[src/rtl/lcd_timing_driver_pkg.sv]
// Shared raster geometry and the screen_point type, used by the panel timing
// driver and by the pixel consumer so that both agree on the frame layout.
package lcd_timing_driver_pkg;

  localparam int SCREEN_WIDTH      = 480;
  localparam int SCREEN_HEIGHT     = 272;
  localparam int H_FRONT_PORCH     = 2;
  localparam int H_SYNC_WIDTH      = 41;
  localparam int H_BACK_PORCH      = 2;
  localparam int V_FRONT_PORCH     = 2;
  localparam int V_SYNC_WIDTH      = 10;
  localparam int V_BACK_PORCH      = 2;
  localparam int HORIZONTAL_PERIOD = 525;
  localparam int VERTICAL_PERIOD   = 286;

  localparam int POINT_X_W = 10;
  localparam int POINT_Y_W = 9;

  typedef struct packed {
    logic [POINT_X_W-1:0] x;
    logic [POINT_Y_W-1:0] y;
  } point_t;

endpackage

[src/rtl/timing_delay_line.sv]
// Fixed-depth shift register with asynchronous active-low clear; carries the
// raw raster strobes alongside the controller's colour latency.
module timing_delay_line #(
  parameter int DEPTH = 2,
  parameter int WIDTH = 3
) (
  input  logic             clock,
  input  logic             reset_n,
  input  logic [WIDTH-1:0] din,
  output logic [WIDTH-1:0] dout
);

  for (genvar gi = 0; gi < DEPTH; gi++) begin : g_stage
    logic [WIDTH-1:0] q;
    if (gi == 0) begin : g_first
      always_ff @(posedge clock or negedge reset_n) begin
        if (!reset_n) q <= '0;
        else          q <= din;
      end
    end else begin : g_next
      always_ff @(posedge clock or negedge reset_n) begin
        if (!reset_n) q <= '0;
        else          q <= g_stage[gi-1].q;
      end
    end
  end

  assign dout = g_stage[DEPTH-1].q;

endmodule

[src/rtl/lcd_timing_driver.sv]
// Raster timing generator for the RGB-parallel panel: publishes the current
// raster point and drives sync/DE/colour pins aligned PIXEL_LATENCY+1 later.
module lcd_timing_driver
  import lcd_timing_driver_pkg::*;
#(
  parameter int H_ACTIVE        = SCREEN_WIDTH,
  parameter int H_FRONT         = H_FRONT_PORCH,
  parameter int H_SYNC          = H_SYNC_WIDTH,
  parameter int H_BACK          = H_BACK_PORCH,
  parameter int V_ACTIVE        = SCREEN_HEIGHT,
  parameter int V_FRONT         = V_FRONT_PORCH,
  parameter int V_SYNC          = V_SYNC_WIDTH,
  parameter int V_BACK          = V_BACK_PORCH,
  parameter int PIXEL_LATENCY   = 2,
  parameter bit SYNC_ACTIVE_LOW = 1'b1
) (
  input  logic       clock,
  input  logic       reset_n,
  output point_t     screen_point,
  output logic       frame_start,
  input  logic [2:0] pixel_r,
  input  logic [1:0] pixel_g,
  input  logic [2:0] pixel_b,
  output logic       lcd_hsync,
  output logic       lcd_vsync,
  output logic       lcd_de,
  output logic [2:0] lcd_r,
  output logic [1:0] lcd_g,
  output logic [2:0] lcd_b
);

  localparam int H_TOTAL = H_ACTIVE + H_FRONT + H_SYNC + H_BACK;
  localparam int V_TOTAL = V_ACTIVE + V_FRONT + V_SYNC + V_BACK;

  localparam logic [POINT_X_W-1:0] H_LAST     = POINT_X_W'(H_TOTAL - 1);
  localparam logic [POINT_X_W-1:0] H_ACT_END  = POINT_X_W'(H_ACTIVE);
  localparam logic [POINT_X_W-1:0] HS_START   = POINT_X_W'(H_ACTIVE + H_FRONT);
  localparam logic [POINT_X_W-1:0] HS_END     = POINT_X_W'(H_ACTIVE + H_FRONT + H_SYNC);
  localparam logic [POINT_Y_W-1:0] V_LAST     = POINT_Y_W'(V_TOTAL - 1);
  localparam logic [POINT_Y_W-1:0] V_ACT_END  = POINT_Y_W'(V_ACTIVE);
  localparam logic [POINT_Y_W-1:0] VS_START   = POINT_Y_W'(V_ACTIVE + V_FRONT);
  localparam logic [POINT_Y_W-1:0] VS_END     = POINT_Y_W'(V_ACTIVE + V_FRONT + V_SYNC);

  localparam logic SYNC_OFF = SYNC_ACTIVE_LOW;
  localparam logic SYNC_ON  = ~SYNC_ACTIVE_LOW;

  logic [POINT_X_W-1:0] h_count;
  logic [POINT_Y_W-1:0] v_count;
  logic                 de_raw;
  logic                 hs_raw;
  logic                 vs_raw;
  logic [2:0]           strobe_dly;

  always_ff @(posedge clock or negedge reset_n) begin
    if (!reset_n) begin
      h_count <= '0;
      v_count <= '0;
    end else if (h_count == H_LAST) begin
      h_count <= '0;
      v_count <= (v_count == V_LAST) ? '0 : v_count + 1'b1;
    end else begin
      h_count <= h_count + 1'b1;
    end
  end

  assign screen_point = '{x: h_count, y: v_count};
  assign frame_start  = (h_count == '0) && (v_count == '0);

  assign de_raw = (h_count < H_ACT_END) && (v_count < V_ACT_END);
  assign hs_raw = (h_count >= HS_START) && (h_count < HS_END);
  assign vs_raw = (v_count >= VS_START) && (v_count < VS_END);

  // Strobes wait out the controller's colour latency before the output register.
  timing_delay_line #(
    .DEPTH (PIXEL_LATENCY),
    .WIDTH (3)
  ) u_strobe_delay (
    .clock   (clock),
    .reset_n (reset_n),
    .din     ({de_raw, hs_raw, vs_raw}),
    .dout    (strobe_dly)
  );

  always_ff @(posedge clock or negedge reset_n) begin
    if (!reset_n) begin
      lcd_de    <= 1'b0;
      lcd_hsync <= SYNC_OFF;
      lcd_vsync <= SYNC_OFF;
      lcd_r     <= '0;
      lcd_g     <= '0;
      lcd_b     <= '0;
    end else begin
      lcd_de    <= strobe_dly[2];
      lcd_hsync <= strobe_dly[1] ? SYNC_ON : SYNC_OFF;
      lcd_vsync <= strobe_dly[0] ? SYNC_ON : SYNC_OFF;
      lcd_r     <= strobe_dly[2] ? pixel_r : '0;
      lcd_g     <= strobe_dly[2] ? pixel_g : '0;
      lcd_b     <= strobe_dly[2] ? pixel_b : '0;
    end
  end

endmodule

[config.mk]
export PLATFORM = sky130hd
export DESIGN_NAME = lcd_timing_driver
export DESIGN_NICKNAME = d
export VERILOG_FILES = /design/src/rtl/lcd_timing_driver_pkg.sv /design/src/rtl/timing_delay_line.sv /design/src/rtl/lcd_timing_driver.sv
export SDC_FILE = /design/constraint.sdc
export NUM_CORES = 1
export LEC_CHECK = 0
export CAP_MARGIN = 0
export CORE_ASPECT_RATIO = 1.2
export CORE_MARGIN = 8
export CORE_UTILIZATION = 40
export CTS_CLUSTER_DIAMETER = 100
export CTS_CLUSTER_SIZE = 8
export DETAILED_ROUTE_END_ITERATION = 8
export MAX_ROUTING_LAYER = met4
export PLACE_DENSITY = 0.68
export SYNTH_ARGS = -nofsm -noshare
export SYNTH_HDL_FRONTEND = slang
export SYNTH_SLANG_ARGS = --single-unit
[constraint.sdc]
create_clock -name clock -period 3.1 [get_ports clock]
set_clock_uncertainty 0.05 [all_clocks]
set_input_delay 0.62 -clock clock [delete_from_list [all_inputs] [get_ports clock]]
set_output_delay 0.62 -clock clock [all_outputs]
set_load 0.02 [all_outputs]
# Yosys cells after proc, flatten, opt, wreduce, memory -nomap -nowiden
# Cells that the tools add are included.
word_totals:
  ff_bits: 36
  out_inout_bits: 31
  elab_cells: 33
op_classes:
  add_sub_neg: 2
  order_cmp: 6
  n_eq_ne: 2
  n_mux: 7
  n_reduce_logical: 6
ops:
  columns: ["operator", "n"]
  rows:
  - ["9-bit < comparator, second input constant", 2]
  - ["10-bit by 1-bit adder with 10-bit output, second input constant", 1]
  - ["10-bit == test, second input constant", 1]
  - ["10-bit by 9-bit greater-or-equal comparator with 1-bit output, second input constant", 1]
  - ["10-bit logical NOT", 1]
  - ["10-bit < comparator, second input constant", 1]
  - ["10-bit by 9-bit < comparator with 1-bit output, second input constant", 1]
  - ["10-bit two-way mux", 1]
  - ["9-bit by 1-bit adder with 9-bit output, second input constant", 1]
  - ["9-bit == test, second input constant", 1]
  - ["9-bit greater-or-equal comparator, second input constant", 1]
  - ["9-bit logical NOT", 1]
  - ["9-bit two-way mux", 1]
  - ["3-bit two-way mux", 2]
  - ["1-bit logical AND", 4]
  - ["1-bit two-way mux", 2]
  - ["2-bit two-way mux", 1]

# Depth between registers and ports, before layout
depth:
  ltp_word: 2
  ltp_mapped: 6
  ltp_nobuf: 6

# Hierarchy
# From an unflattened synthesis, not the netlist that was laid out.
unflattened:
  hier_cells: 140
  hier_area_um2: 1572.8
modules_own_cells:
  columns: ["module", "n_inst", "cells_per_inst", "area_each_um2", "seq_area_each_um2"]
  rows:
  - ["lcd_timing_driver", 1, 134, 1422.6, 753.2]
  - ["timing_delay_line", 1, 6, 150.1, 150.1]

# Worst setup path after synthesis
# No wires, ideal clock.
synth_timing:
  path_type: "reg2out"
  start: "register h_count[4]"
  end: "output frame_start"
  arrival_ns: 1.950
  required_ns: 2.430
  slack_ns: 0.480
  stages_incl_launch_ff: 5
  path_cell_list: "dfrtp_1 > or4_4 > nor2_1 > nand2_1 > nor4_1"
synth_via:
  elab_chain_len: 2
synth_lines:
  columns: ["element", "line_no", "text"]
  rows:
  - ["start, declared", "lcd_timing_driver.sv:47", "logic [POINT_X_W-1:0] h_count;"]
  - ["start signal, assigned", "lcd_timing_driver.sv:62", "h_count <= h_count + 1'b1;"]
  - ["10-bit logical NOT", "lcd_timing_driver.sv:67", "assign frame_start = (h_count == '0) && (v_count == '0);"]
  - ["1-bit logical AND", "lcd_timing_driver.sv:67", null]
  - ["end, declared", "lcd_timing_driver.sv:20", "output logic frame_start,"]
# Every way passes these cells.

# Worst setup path after layout
# Same ends and word-level chain as after synthesis.

==> results_dict.tcl <==
set metrics [dict create \
    run_status "finished clean" \
    ys_warn_count 0 \
    regArea_um2 903.4 \
    maxSlewViolCount 0 \
    cts_root_buffer "clkbuf_8" \
    grt_most_used_layer "met2" \
    p_comb_share_pct 3.9 \
    muxShareOfSynthArea_pct 0.6349 \
    diodes 0 \
    synth-edff-count 0 \
    post_cts_buffers 0 \
    vias_per_cell 5.215 \
    clock_power_share_pct 52.3 \
    clock_latency_ps 290 \
    final.period_utilization_pct 93.22 \
    grt_pass1_wl_mm 6.085 \
    cts_tree "yes" \
    htree_levels 2 \
    io_buffers 40 \
    synth_top_family_by_area "simple AND/OR/NAND/NOR gates" \
    rsz0062_at_grt "no" \
    min_path_type "reg2reg" \
    grt_usage_pct 13.04 \
    cts_num_sinks 36 \
    p_per_area_mw_per_mm2 494.4 \
    syn_area_mm2 0.001577 \
    arrival_ps 2220 \
    fp.dieArea_mm2 0.006214 \
    cp-start-kind "flip-flop" \
    wl_per_cell_um 15.47 \
    grtUsageMet2_pct 21.35 \
    fin_tns_setup_ps 0 \
    synth_compound_area_share_pct 6.746 \
    synthArstFlopShare_pct 100.0 \
    crit_fanout 7 \
    ir_drop_v 0.0002929 \
    die_y_um 84.77 \
    dp_hpwl_mm 2.705 \
    grt_use_met1_pct 13.34 \
    ys.flop_type "dfrtp_1" \
    io_pins 41 \
    fmaxAchievable_mhz 346.0 \
    num_rows 25 \
    place.gp.congestion 0.7989 \
    n_fill_cell 353 \
    final_area_mm2 0.002198 \
    synth_fa_ha_area_share_pct 3.968 \
    coreArea_mm2 0.003847 \
    fin_util_pct 57.14 \
    overflow 0 \
    fin_crit_ps 2890 \
    total_power_w 0.001087 \
    slew-limit-headroom_pct 55.62 \
    nets 202 \
    drive_gt1_share_pct 9.043 \
    p_int_w 0.0008992 \
    drt-total-wl_mm 3.743 \
    critPathCaptureType "output pin" \
    synth_xor_area_share_pct 5.000 \
    first_iter_violations 38 \
    placed_area_mm2 0.002041 \
    drc_errors 0 \
    leakagePower_nw 0.9419 \
    synthesis.nets 156 \
    setup_viol 0 \
    synth.avg_cell_area_um2 11.18 \
    grt_max_degree 37 \
    synth_cell_types 35 \
    yosysTopAreaCellShare_pct 53.97 \
    drv_cap 0 \
    via_count 1262 \
    syn_inst 141 \
    required_ps 2430 \
    antenna_found_initial 0 \
    switching_share_pct 17.26 \
    die_w_um 73.31 \
    hold_viol_final 0 \
    synth-seq-cells 36 \
    postCtsHoldBufs 0 \
    path_clk_slew_ps 70 \
    multi_input_comb_area_um2 624.3 \
    clock_path_buffers 2 \
    synth_top_area_cell "dfrtp_1" \
    cts_inserted_buffers 5 \
    worstSetupPathType "reg2out" \
    initial_core_util_pct 40.98 \
    antenna_left 0 \
    worst_pin_slew_ps 656.4 \
    gr-usage-met3_pct 4.648 \
    p_switching_w 0.0001876 \
    area_delta_synth_final_pct 39.44 \
    grt_pass1_vias 1257 \
    synthTopCellsByArea "dfrtp_1, ha_1, and2_1" \
    seq_power_share_pct 43.8 \
    drt-pass1-iter-count 4 \
    yosysSeqAreaShare_pct 57.30 \
    synth_simple_gate_area_share_pct 23.25 \
]
Yosys cell counts (3+ instances only):
master	n
and2_1	9
nand4_1	4
o21ai_0	7
inv_1	8
ha_1	5
nand2_1	11
a21oi_1	4
nor2_1	8
o31ai_1	3
xnor2_1	5
dfrtp_1	34
nand3_1	8
and4_1	3
xor2_1	4
nor4_1	3
power by group through the flow:
stage	clock, W	combinational [W]	sequential, W
4_1_cts	0.000580	0.0000438	0.000476
5_1_grt	0.000597	0.0000470	0.000476
6_report	0.000568	0.0000424	0.000476
3_5_place_dp	0	0.0000435	0.000485
2_1_floorplan	0	0.00000350	0.000492
3_3_place_gp	0	0.0000433	0.000485
placed cells by master, fill, tap and decap left out, types with 2 or more instances in the layout:
master	count
nor2_1	8
dfrtp_1	34
bufinv_16	3
o21ai_0	7
and4_1	3
or4_1	2
xnor2_1	5
nand2_1	11
nand2b_1	2
clkbuf_8	5
xor2_1	4
or3_1	2
ha_1	5
nand4_1	4
inv_1	8
a21oi_1	4
dfstp_2	2
o31ai_1	3
buf_4	2
and2_1	9
nand3_1	8
nor4_1	3
clkdlybuf4s50_1	39
per-stage QoR:
step | cells | hold slack (ps) | setup WS, ps
6_report | 242 | 302.1 | 210.1
2_1_floorplan | 141 | 274.4 | 480.1
3_3_place_gp | 234 | 283.2 | 255.8
5_1_grt | 242 | 309.9 | 147.5
4_1_cts | 242 | 299.0 | 217.1
3_5_place_dp | 234 | 287.9 | 254.7
path summary, 6_finish.rpt:
path	startpoint	end	slack [ps]	depth (start not counted)
setup / recovery	h_count[4]	frame_start	210	5
hold / removal	u_strobe_delay.g_stage[0].q[2]	u_strobe_delay.dout[2]	300	0
setup reg to reg	h_count[4]	v_count[6]	960	4
hold reg to reg	u_strobe_delay.g_stage[0].q[2]	u_strobe_delay.dout[2]	300	0
max in group asynchronous	reset_n	lcd_hsync	1960	2
min in group asynchronous	reset_n	lcd_b[1]	690	2
logic make-up after synthesis:
family	count (synthesis)
multiplexers	1
buffers and inverters	11
XOR/XNOR	9
AND/OR/NAND/NOR	61
adder cells (fa/ha/maj)	5
AO/OA/AOI/OAI	18
flip-flops	36
flip-flops by register name, summed over array words and instances (netlist names), 2 cells and up:
register	flops
v_count	9
h_count	10
u_strobe_delay.dout	3
lcd_r	3
lcd_g	2
u_strobe_delay.g_stage.q	3
lcd_b	3
routing by layer:
| layer | part of all wire, % | vias to the layer above |
|---|---|---|
| met5 | 0 | - |
| met1 | 42 | 623 |
| met3 | 6.8 | 7 |
| met4 | 2.3 | 0 |
| li1 | - | 587 |
| met2 | 49 | 45 |
worst max-delay path: stages (launching register included):
cell	delay, ps
dfrtp_1	450
or4_4	600
nor2_1	110
nand2_1	60
nor4_1	340
dlygate4sd2_1	380
layout make-up:
cell class | instances | area share [%]
Timing Repair Buffer | 42 | 18.84
Sequential cell | 36 | 41.09
Inverter | 8 | 1.366
Multi-Input combinational cell | 94 | 28.40
Clock buffer | 5 | 3.130
Tap cell | 54 | 3.073
Clock inverter | 3 | 4.098
repair_timing:
item	in CTS	in global routing
endpoints found under the setup margin	1	0
endpoints found under the hold margin	0	0
gates resized for setup	1	0
(Power assumes the default switching activity.)
